`src/rtl/reg_file.sv`:
```
// reg_file: 32 x XLEN RISC-V integer register file.
// Two combinational read ports (RD1/RD2), one synchronous write port (WE3/A3/WD3),
// and a debug read port (DBG_A/DBG_RD). x0 always reads as zero.
// Optional build macro: REGFILE_BYPASS_EN enables write-through forwarding
// from WD3 to RD1/RD2 when a same-cycle write targets the read address.
// The debug port is never forwarded.
module reg_file #(
    parameter int              XLEN    = 32,
    parameter int              NREG    = 32,
    parameter logic [XLEN-1:0] SP_INIT = 32'h0000_0FFC,
    parameter logic [XLEN-1:0] GP_INIT = 32'h0000_0000
) (
    input  logic            clk,
    input  logic            rst,
    input  logic            WE3,
    input  logic [4:0]      A1,
    input  logic [4:0]      A2,
    input  logic [4:0]      A3,
    input  logic [XLEN-1:0] WD3,
    output logic [XLEN-1:0] RD1,
    output logic [XLEN-1:0] RD2,
    input  logic [4:0]      DBG_A,
    output logic [XLEN-1:0] DBG_RD
);

    logic [XLEN-1:0] r_regs [NREG];
    logic [XLEN-1:0] w_rd1;
    logic [XLEN-1:0] w_rd2;
    logic [XLEN-1:0] w_dbg_rd;
    logic            w_wr_en;

    // A write to x0 is dropped here, so x0 never holds anything but zero.
    assign w_wr_en = WE3 && (A3 != 5'd0);

    // Array update: async clear to the architectural reset image, else write on rising edge.
    always_ff @(posedge clk or posedge rst) begin
        if (rst) begin
            for (int i = 0; i < NREG; i++) begin
                r_regs[i] <= '0;
            end
            r_regs[2] <= SP_INIT;
            r_regs[3] <= GP_INIT;
        end else if (w_wr_en) begin
            r_regs[A3] <= WD3;
        end
    end

    // Combinational reads; x0 is forced to zero on every port.
    always_comb begin
        w_rd1    = (A1 == 5'd0)    ? '0 : r_regs[A1];
        w_rd2    = (A2 == 5'd0)    ? '0 : r_regs[A2];
        w_dbg_rd = (DBG_A == 5'd0) ? '0 : r_regs[DBG_A];
`ifdef REGFILE_BYPASS_EN
        if (w_wr_en && (A1 == A3)) begin
            w_rd1 = WD3;
        end
        if (w_wr_en && (A2 == A3)) begin
            w_rd2 = WD3;
        end
`else
`endif
    end

    assign RD1    = w_rd1;
    assign RD2    = w_rd2;
    assign DBG_RD = w_dbg_rd;

endmodule
```
`config.mk`:
```
export PLATFORM = sky130hd
export DESIGN_NAME = reg_file
export DESIGN_NICKNAME = d
export VERILOG_FILES = /design/src/rtl/reg_file.sv
export SDC_FILE = /design/constraint.sdc
export NUM_CORES = 2
export LEC_CHECK = 0
export ABC_AREA = 1
export ABC_CLOCK_PERIOD_IN_PS = 43600
export CELL_PAD_IN_SITES_DETAIL_PLACEMENT = 1
export CELL_PAD_IN_SITES_GLOBAL_PLACEMENT = 1
export CORE_MARGIN = 2
export CORE_UTILIZATION = 40
export DETAILED_ROUTE_END_ITERATION = 8
export PLACE_DENSITY = 0.77
export SLEW_MARGIN = 20
export SYNTH_ARGS = -nofsm -noshare
export SYNTH_HDL_FRONTEND = slang
export SYNTH_SLANG_ARGS = --single-unit
```
`constraint.sdc`:
```
create_clock -name clk -period 43.6 [get_ports clk]
set_input_delay 4.36 -clock clk [delete_from_list [all_inputs] [get_ports clk]]
set_output_delay 4.36 -clock clk [all_outputs]
set_load 0.02 [all_outputs]
```
==> qor.csv <==
stage;metric;value;unit
status;status;completed;
synth;Syn. warnings;0;
worst_setup_path;Worst Path Required;39.24;ns
floorplanning;# rows;150;
power_and_ir_drop;power density cells;44.1;nW/um2
global_routing;number of global-route vias before repair;79800;
timing;setup TNS;0;ns
timing;Worst Tran Pin Value;1.32;ns
worst_setup_path;critical path peak fanout;189;
layout;Non-Filler Instances;12500;
global_routing;largest net degree at the start of global routing;190;
worst_setup_path;CP startpoint kind;input port;
run;total of max-cap violations;0;
cts;post-CTS setup buffer count;0;
floorplanning;starting density of the core;40.2;%
detailed_routing;DRT Pass-1 Iters;6;
synth;Yosys cell types;23;
power_and_ir_drop;maximum VDD drop;0.0000452;V
layout;layout cell share with drive strength beyond 1;4.10;%
cts;CTS tree;yes;
floorplanning;I/O pin count;151;
layout;final net count;10300;
detailed_routing;antenna viol nets, final;0;
floorplanning;Die Wd;413;um
synth;Yosys reg bits;1024;
cts;# resized after CTS;0;
timing;final worst path period share;32.1;%
place;hpwl dp;191;mm
timing;RSZ-0062 raised after global routing;false;
cts;clock sink count;1024;
global_routing;initial antenna violation count;40;
worst_setup_path;critical path type;in -> out;
layout;commonest cells after routing, fill and taps aside;4234 x nand2_1, 1654 x nand3_1, 1340 x o21ai_0;
cts;Clock Root Buffer;clkbuf_16;
place;GP Congestion;0.881;
synth;syn_nets;10800;
global_routing;GR Util All Layers;40.5;%
cts;Skew-Pair Late Insertion Delay;0.79;ns
timing;minimum clock period;13.99;ns
min_path;Worst Hold Class;reg -> reg;
synth;Syn Inst Count;10700;
cts;CTS Buf Count;130;
timing;skew final;0;ns
cts;hold buffer count at CTS;0;
place;Inst Count DP;12300;
timing;Hold Fails Final Rpt;0;
global_routing;first-pass GRT wire length;520;mm
power_and_ir_drop;Combinational Power Share;24.0;%
floorplanning;die area;171000;um2
layout;max reg flops;1024;
timing;Max-slew headroom;12.2;%
worst_setup_path;crit path DAT;9.63;ns
timing;max-slew violations;0;
detailed_routing;via/cell ratio;6.36;
floorplanning;Die Y;413;um
power_and_ir_drop;clock share of power;35.0;%
layout;fin util;44.0;%
synth;Cell Area, Synth;66900;um2
power_and_ir_drop;sw frac;36.7;%
power_and_ir_drop;LEAKAGE;34.3;nW
cts;Reg clk slew, reported paths;0.06;ns
power_and_ir_drop;Power Internal;2.05;mW
cts;Max clock buf depth;3;
layout;Largest regs;r_regs x1024;
cts;H-tree depth;4;
detailed_routing;Vias;79600;
detailed_routing;Detailed Route WL;352;mm
layout;most common cell after layout, fill and taps aside;nand2_1;
synth;Synth Area per Inst;6.24;um2
layout;Biggest register;r_regs;
worst_setup_path;Critical Path Sink Type;output pin;
detailed_routing;DR WL/cell;28.1;um
power_and_ir_drop;sequential group share of total power;41.0;%
layout;design area;73300;um2
power_and_ir_drop;PnR Total Power;3.23;mW
floorplanning;Std-Cell Core Area;167000;um2
place;PortBufs;150;
layout;area growth from synthesis to layout;9.50;%
detailed_routing;DRT iter0 DRCs;10800;
timing;achievable frequency;0.0715;GHz
synth;post-synthesis sequential area ratio;38.3;%
timing;Final Setup Violations;0;
global_routing;GRT overflow;0;
place;DP Area;68900;um2
power_and_ir_drop;Switching Power;1.19;mW
detailed_routing;DRC errors left;0;
layout make-up:
type | count | area [um2]
antenna | 12 | 30.0
fill | 22000 | 93400
multi-input combinational | 8443 | 36600
timing repair buffer | 283 | 2650
tap | 2204 | 2760
clock inverter | 35 | 374
clock buffer | 193 | 3940
sequential | 1024 | 25600
inverter | 324 | 1290
kinds of logic after synthesis:
logic type,synth area share [%]
AO/OA/AOI/OAI,13.8
flip-flops,38.3
AND/OR/NAND/NOR,40.5
buffers and inverters,7.37
synth_stat cells (all sizes together):
master  number  area, um2
nor2       726       2750
clkbuf     706       2650
o211ai     104        781
dfstp       10        263
nor3         9       75.1
inv        320       1200
o21ai     1393       6970
nand2     4260      16000
dfrtp     1014      25400
a21oi      292       1460
nor4         1       21.3
nand4        1       6.26
nand3     1656       8290
clkinv       4       15.0
nor3b        1       7.51
buf        235       1070
power by group through the flow:
stage | Combinational [mW] | Sequential [mW] | Clock [mW]
floorplan | 0.521 | 1.28 | 0
global placement | 0.717 | 1.32 | 0
detailed placement | 0.752 | 1.33 | 0
CTS | 0.758 | 1.32 | 1.13
global route | 0.863 | 1.35 | 1.17
finish | 0.776 | 1.33 | 1.13
stage by stage:
step	hold slack, ns	setup WS [ns]
3_3_place_gp	0.406	30.01
4_1_cts	0.429	29.96
6_report	0.429	29.61
5_1_grt	0.439	29.68
2_1_floorplan	0.453	10.44
3_5_place_dp	0.414	29.96
routing by layer:
layer,track usage (%),routed length (um),vias up
met5,0,215,-
met4,23.7,22600,27
met3,9.96,42100,1316
met2,61.2,150000,5038
met1,52.5,137000,39500
li1,-,-,33700
worst max-delay path, stage by stage:
cell and delay, ns:
buf_8 0.30, buf_12 0.58, buf_12 0.70, buf_4 0.99, nand2_1 0.14, nand3_1 0.12, nand2_1 0.07, nand2_1 0.06
nand2_1 0.06, nor2_1 0.14, nor2_1 0.09, nor2_1 0.57, clkdlybuf4s50_1 0.75
final timing paths:
path	start	endpoint	slack, ns	cells past startpoint
worst max-delay path	DBG_A[0]	DBG_RD[10]	29.61	13
worst min-delay path	r_regs[995]	r_regs[995]	0.43	0
worst max register to register	r_regs[331]	r_regs[331]	42.76	2
worst min register to register	r_regs[995]	r_regs[995]	0.43	0
max in group asynchronous	rst	r_regs[759]	34.82	7
min in group asynchronous	rst	r_regs[483]	4.05	2
Power figures use the tool's default switching activity.
